### src/rtl/ca_line_reader.sv
// Line-buffer reader: fetches WORDS 16-bit words from a synchronous line buffer
// and serialises them MSB first as a 1-bit pixel stream, one pixel per pix_en.
// The next word is always prefetched one word ahead so a word boundary never
// stalls, whatever the pix_en pattern.

module ca_line_reader #(
   parameter int unsigned WORDS = 160
) (
   input  logic        clk,
   input  logic        rst,
   input  logic        line_start,
   input  logic        pix_en,
   output logic        rd_en,
   output logic [7:0]  raddr,
   input  logic [15:0] rdata,
   output logic        active,
   output logic        pixel,
   output logic        line_done
);

   typedef enum logic [1:0] {
      StIdle,
      StFetch,
      StLoad,
      StActive
   } state_e;

   // Index of the final word of a line, widened so WORDS=256 still fits.
   localparam logic [8:0] LastWord  = 9'(WORDS - 1);
   localparam bit         MultiWord = (WORDS > 1);

   state_e      state;
   logic [15:0] sh;
   logic [15:0] next_word;
   logic [7:0]  word_cnt;
   logic [3:0]  bit_cnt;
   logic        rd_pend;

   logic [8:0]  word_ext;
   logic [8:0]  prefetch_addr;
   logic        last_word;
   logic        last_bit;

   // Prefetch target is two words ahead of the word now being shifted out:
   // word_cnt+1 already sits in next_word.
   assign word_ext      = {1'b0, word_cnt};
   assign prefetch_addr = word_ext + 9'd2;
   assign last_word     = (word_ext == LastWord);
   assign last_bit      = (bit_cnt == 4'hF);

   // Pixels are only meaningful while presenting; force 0 otherwise.
   assign active = (state == StActive);
   assign pixel  = active & sh[15];

   // Single FSM: sequencing, read issue, prefetch capture and shifting.
   always_ff @(posedge clk) begin
      if (rst) begin
         state     <= StIdle;
         rd_en     <= 1'b0;
         raddr     <= 8'd0;
         line_done <= 1'b0;
         sh        <= 16'd0;
         next_word <= 16'd0;
         word_cnt  <= 8'd0;
         bit_cnt   <= 4'd0;
         rd_pend   <= 1'b0;
      end else begin
         rd_en     <= 1'b0;
         line_done <= 1'b0;
         // Buffer data lands one cycle after the strobe.
         rd_pend   <= rd_en;
         if (rd_pend) begin
            next_word <= rdata;
         end

         if (line_start) begin
            // Start, or abort and restart, from word 0 in any state.
            state    <= StFetch;
            rd_en    <= 1'b1;
            raddr    <= 8'd0;
            word_cnt <= 8'd0;
            bit_cnt  <= 4'd0;
         end else begin
            unique case (state)
               StIdle: begin
                  state <= StIdle;
               end

               StFetch: begin
                  state <= StLoad;
               end

               StLoad: begin
                  sh    <= rdata;
                  state <= StActive;
                  if (MultiWord) begin
                     rd_en <= 1'b1;
                     raddr <= 8'd1;
                  end
               end

               StActive: begin
                  if (pix_en) begin
                     if (!last_bit) begin
                        sh      <= {sh[14:0], 1'b0};
                        bit_cnt <= bit_cnt + 4'd1;
                     end else if (!last_word) begin
                        sh       <= next_word;
                        word_cnt <= word_cnt + 8'd1;
                        bit_cnt  <= 4'd0;
                        // Never read past the end of the line.
                        if (prefetch_addr <= LastWord) begin
                           rd_en <= 1'b1;
                           raddr <= prefetch_addr[7:0];
                        end
                     end else begin
                        state     <= StIdle;
                        line_done <= 1'b1;
                     end
                  end
               end

               default: begin
                  state <= StIdle;
               end
            endcase
         end
      end
   end

endmodule

### config.mk
export PLATFORM = sky130hd
export DESIGN_NAME = ca_line_reader
export DESIGN_NICKNAME = d
export VERILOG_FILES = /design/src/rtl/ca_line_reader.sv
export SDC_FILE = /design/constraint.sdc
export NUM_CORES = 1
export LEC_CHECK = 0
export BUFFER_PORTS_ARGS = -buffer_cell sky130_fd_sc_hd__buf_2
export CORE_MARGIN = 2
export CORE_UTILIZATION = 49
export CTS_CLUSTER_DIAMETER = 30
export CTS_CLUSTER_SIZE = 28
export DETAILED_ROUTE_END_ITERATION = 16
export GPL_TIMING_DRIVEN = 0
export PLACE_DENSITY = 0.71
export SETUP_SLACK_MARGIN = 0.05
export SLEW_MARGIN = 20
export SYNTH_ARGS = -nofsm -noshare
export SYNTH_HDL_FRONTEND = slang
export SYNTH_SLANG_ARGS = --single-unit
### constraint.sdc
create_clock -name clk -period 1.8 [get_ports clk]
set_input_delay 0.18 -clock clk [delete_from_list [all_inputs] [get_ports clk]]
set_output_delay 0.18 -clock clk [all_outputs]
set_load 0.005 [all_outputs]
==> reports/metrics.cfg <==
[final_layout]
drive_gt1_frac = 0.2967
fill_cells = 475
nets = 413
final_area_sq_um = 3687
multiInputGateArea_sq_um = 1670
regArea_sq_um = 1162
antenna_cells = 0
area_growth_pct = 31.15
final_util = 0.6655

[logic_synthesis]
synth_enable_flop_cells = 0
synth_top_area_frac = 0.4059
ys_top_cells_by_area = dfxtp_1 41%, mux2i_1 14%, nor2_1 8.4%, nand2_1 6.8%, a31oi_1 3.3%
synthFlopType = dfxtp_1
synth.ff_latch_count = 57
yosysUniqueCellTypes = 42
synth_most_common_cell = nor2_1
ys_warn_count = 0
avgSynthCellArea_sq_um = 8.704
ys_async_sr_fraction = 0
synthTopCellsByCount = 63 x nor2_1, 57 x dfxtp_1, 51 x nand2_1
ys_seq_area_frac = 0.4059
syn_inst = 323
netlist_area_sq_um = 2811
yosysTopAreaCell = dfxtp_1
syn_nets = 350

[pwr]
p_int_mw = 2.073
power.switching_mw = 0.6270
static-leakage-power_nw = 1.505
p_comb_frac = 0.066
switching_share = 0.2322
ir_drop_mv = 0.3624
power_frac_seq = 0.480
clockPowerShare = 0.454
powerDensity_nw_per_um2 = 732.2

[setup_path]
cp_max_fo = 4
start_kind = register
critPathCaptureType = register
r2r_cells = 8
crit_required_ns = 2.07
worstPathArrival_ns = 2.07
r2r_start = word_cnt[2]
rr_endpoint = raddr[5]
crit_type = register to register
ff2ff_setup_slack_ns = 0.00003

[global_routing]
overflow = 0
grt_pass1_vias = 2345
grtUsageTotal = 0.2199
grt_antenna_before_repair = 0
grt_pass1_wl_microns = 10830
grt_max_degree = 11

[sta]
final-max-slew-violation-count = 0
finalSetupViolations = 0
grt_setup_unrepaired = yes
layout_min_cycle_time_ns = 1.800
fmax_mhz = 555.6
finalHoldViolations = 0
tightest_slew_ns = 0.4848
finalCritPeriodShare = 1.000
slew_headroom = 0.6768
tns_ns = 0
finalClockSkew_ns = 0.01228
finalHoldWorstSlack_ns = 0.09220

[die]
io_pins = 32
die_height_microns = 79.75
die_x_microns = 79.75
rows = 27
start_util = 0.5075
die_area_sq_um = 6359
coreArea_sq_um = 5540

[min_path]
hold_path.startpoint = rdata[10]
min_path_type = input pin to register
holdPathStages = 3
min_to = next_word[10]

[route]
drc = 0
drt-initial-drc-count = 60
highest_layer = met4
met2_length_microns = 3352
wirelength_microns = 6624
drt-wirelength-per-cell_microns = 14.31
postRouteAntennaNets = 0
wl_met3_microns = 275
vias_per_cell = 5.279
met1_length_microns = 2871
dr.pass1.iters = 4
vias = 2444

[run_status]
status = finished clean

[cts]
postCtsHoldBufs = 0
clkLatencyLatePin_ns = 0.34
cts_inserted_buffers = 9
htreeDepth = 3
cts_tree = yes
clk_path_buf_depth = 2
cts_root_buf = clkbuf_8
clock-sinks = 57
clkSlewWorstSetupHoldPaths_ns = 0.07

[place]
io_buffer_count = 30
place.gp.congestion = 0.8622
dpl_cell_area_sq_um = 3107
hpwl_microns = 4039

[run]
drv_cap = 0

## flip-flops by register name (all words and copies together) (netlist names)
register   count
rd_pend        1
line_done      1
raddr          8
next_word     16
rd_en          1
state          2
bit_cnt        4
sh            16
word_cnt       8
## routing by layer
layer,vias to the layer above,GRT usage
met5,-,0
met4,0,0.1136
met3,13,0.04186
met2,50,0.3731
met1,1156,0.2638
li1,1225,-
## kinds of logic (layout without fill, tap and decap cells)
logic type	Yosys count	after routing	share of synthesized area
adders and majority gates	7	7	0.03115
and+or+nand+nor	144	144	0.2221
AOI/OAI and AO/OA	34	34	0.1015
xor gates and xnor gates	14	14	0.04361
buffers and inverters	27	95	0.05296
muxes	40	40	0.1429
DFF	57	57	0.4059
## repair_timing
| item | CTS | global route |
|---|---|---|
| gates resized for setup | 18 | 16 |
| pin swaps | 7 | 11 |
| endpoints found under the setup margin | 33 | 26 |
| cloned | 2 | 1 |
| setup buffers | 15 | 5 |
## cell usage in the layout (no fill, tap or decap), types with 3 or more instances in the layout
cell / instances
mux2i_1: 36
clkbuf_8: 11
mux2i_2: 3
nor3_1: 3
nand3_1: 7
dfxtp_4: 5
nand4_1: 3
buf_4: 16
buf_6: 6
buf_2: 33
inv_1: 5
nor2_1: 63
clkinv_2: 3
clkbuf_1: 8
a211oi_1: 4
a31oi_1: 15
xor2_1: 8
xnor2_1: 5
buf_12: 4
and2_1: 4
ha_4: 5
dfxtp_1: 50
nand2_1: 49
## layout make-up
type                            instances  area share
Multi-Input combinational cell        239      0.4530
Inverter                                6    0.006108
Clock inverter                          5     0.01459
Sequential cell                        57      0.3152
Buffer                                 20     0.03631
Timing Repair Buffer                   53      0.1093
Tap cell                               72     0.02443
Clock buffer                           11     0.04106
## stage by stage
| stage | worst slack [ns] | instances | power (mW) |
|---|---|---|---|
| 2_1_floorplan | 0.05398 | 323 | 1.435 |
| 3_3_place_gp | -0.1400 | 425 | 1.486 |
| 3_5_place_dp | -0.1561 | 425 | 1.490 |
| 4_1_cts | 0.05033 | 457 | 2.718 |
| 5_1_grt | -0.05378 | 463 | 2.799 |
| 6_report | 0.00002864 | 463 | 2.700 |
## worst max-delay path: stages (launching register included)
cell	delay, ns
dfxtp_4	0.37
buf_12	0.13
ha_4	0.26
nand2b_4	0.11
o2111a_1	0.19
o22ai_2	0.11
o21ai_4	0.22
clkbuf_16	0.18
mux2i_1	0.17
## power groups by stage
stage / Clock [mW] / Sequential (mW) / Combinational [mW]
after detailed placement: 0 / 1.33 / 0.162
final: 1.22 / 1.30 / 0.178
after CTS: 1.25 / 1.30 / 0.173
after floorplan: 0 / 1.32 / 0.111
after global placement: 0 / 1.33 / 0.160
after global routing: 1.30 / 1.30 / 0.198
## how the worst max path moves through the flow
stage / end / start / slack, ns
finish: raddr[5] / word_cnt[2] / 0.00003
global route: raddr[7] / word_cnt[2] / -0.05
CTS: raddr[3] / word_cnt[2] / 0.05
detailed placement: sh[12] / state[0] / -0.16
global placement: sh[15] / state[0] / -0.14
floorplan: sh[10] / state[0] / 0.05
No activity file was read; power rests on OpenSTA's default activity.
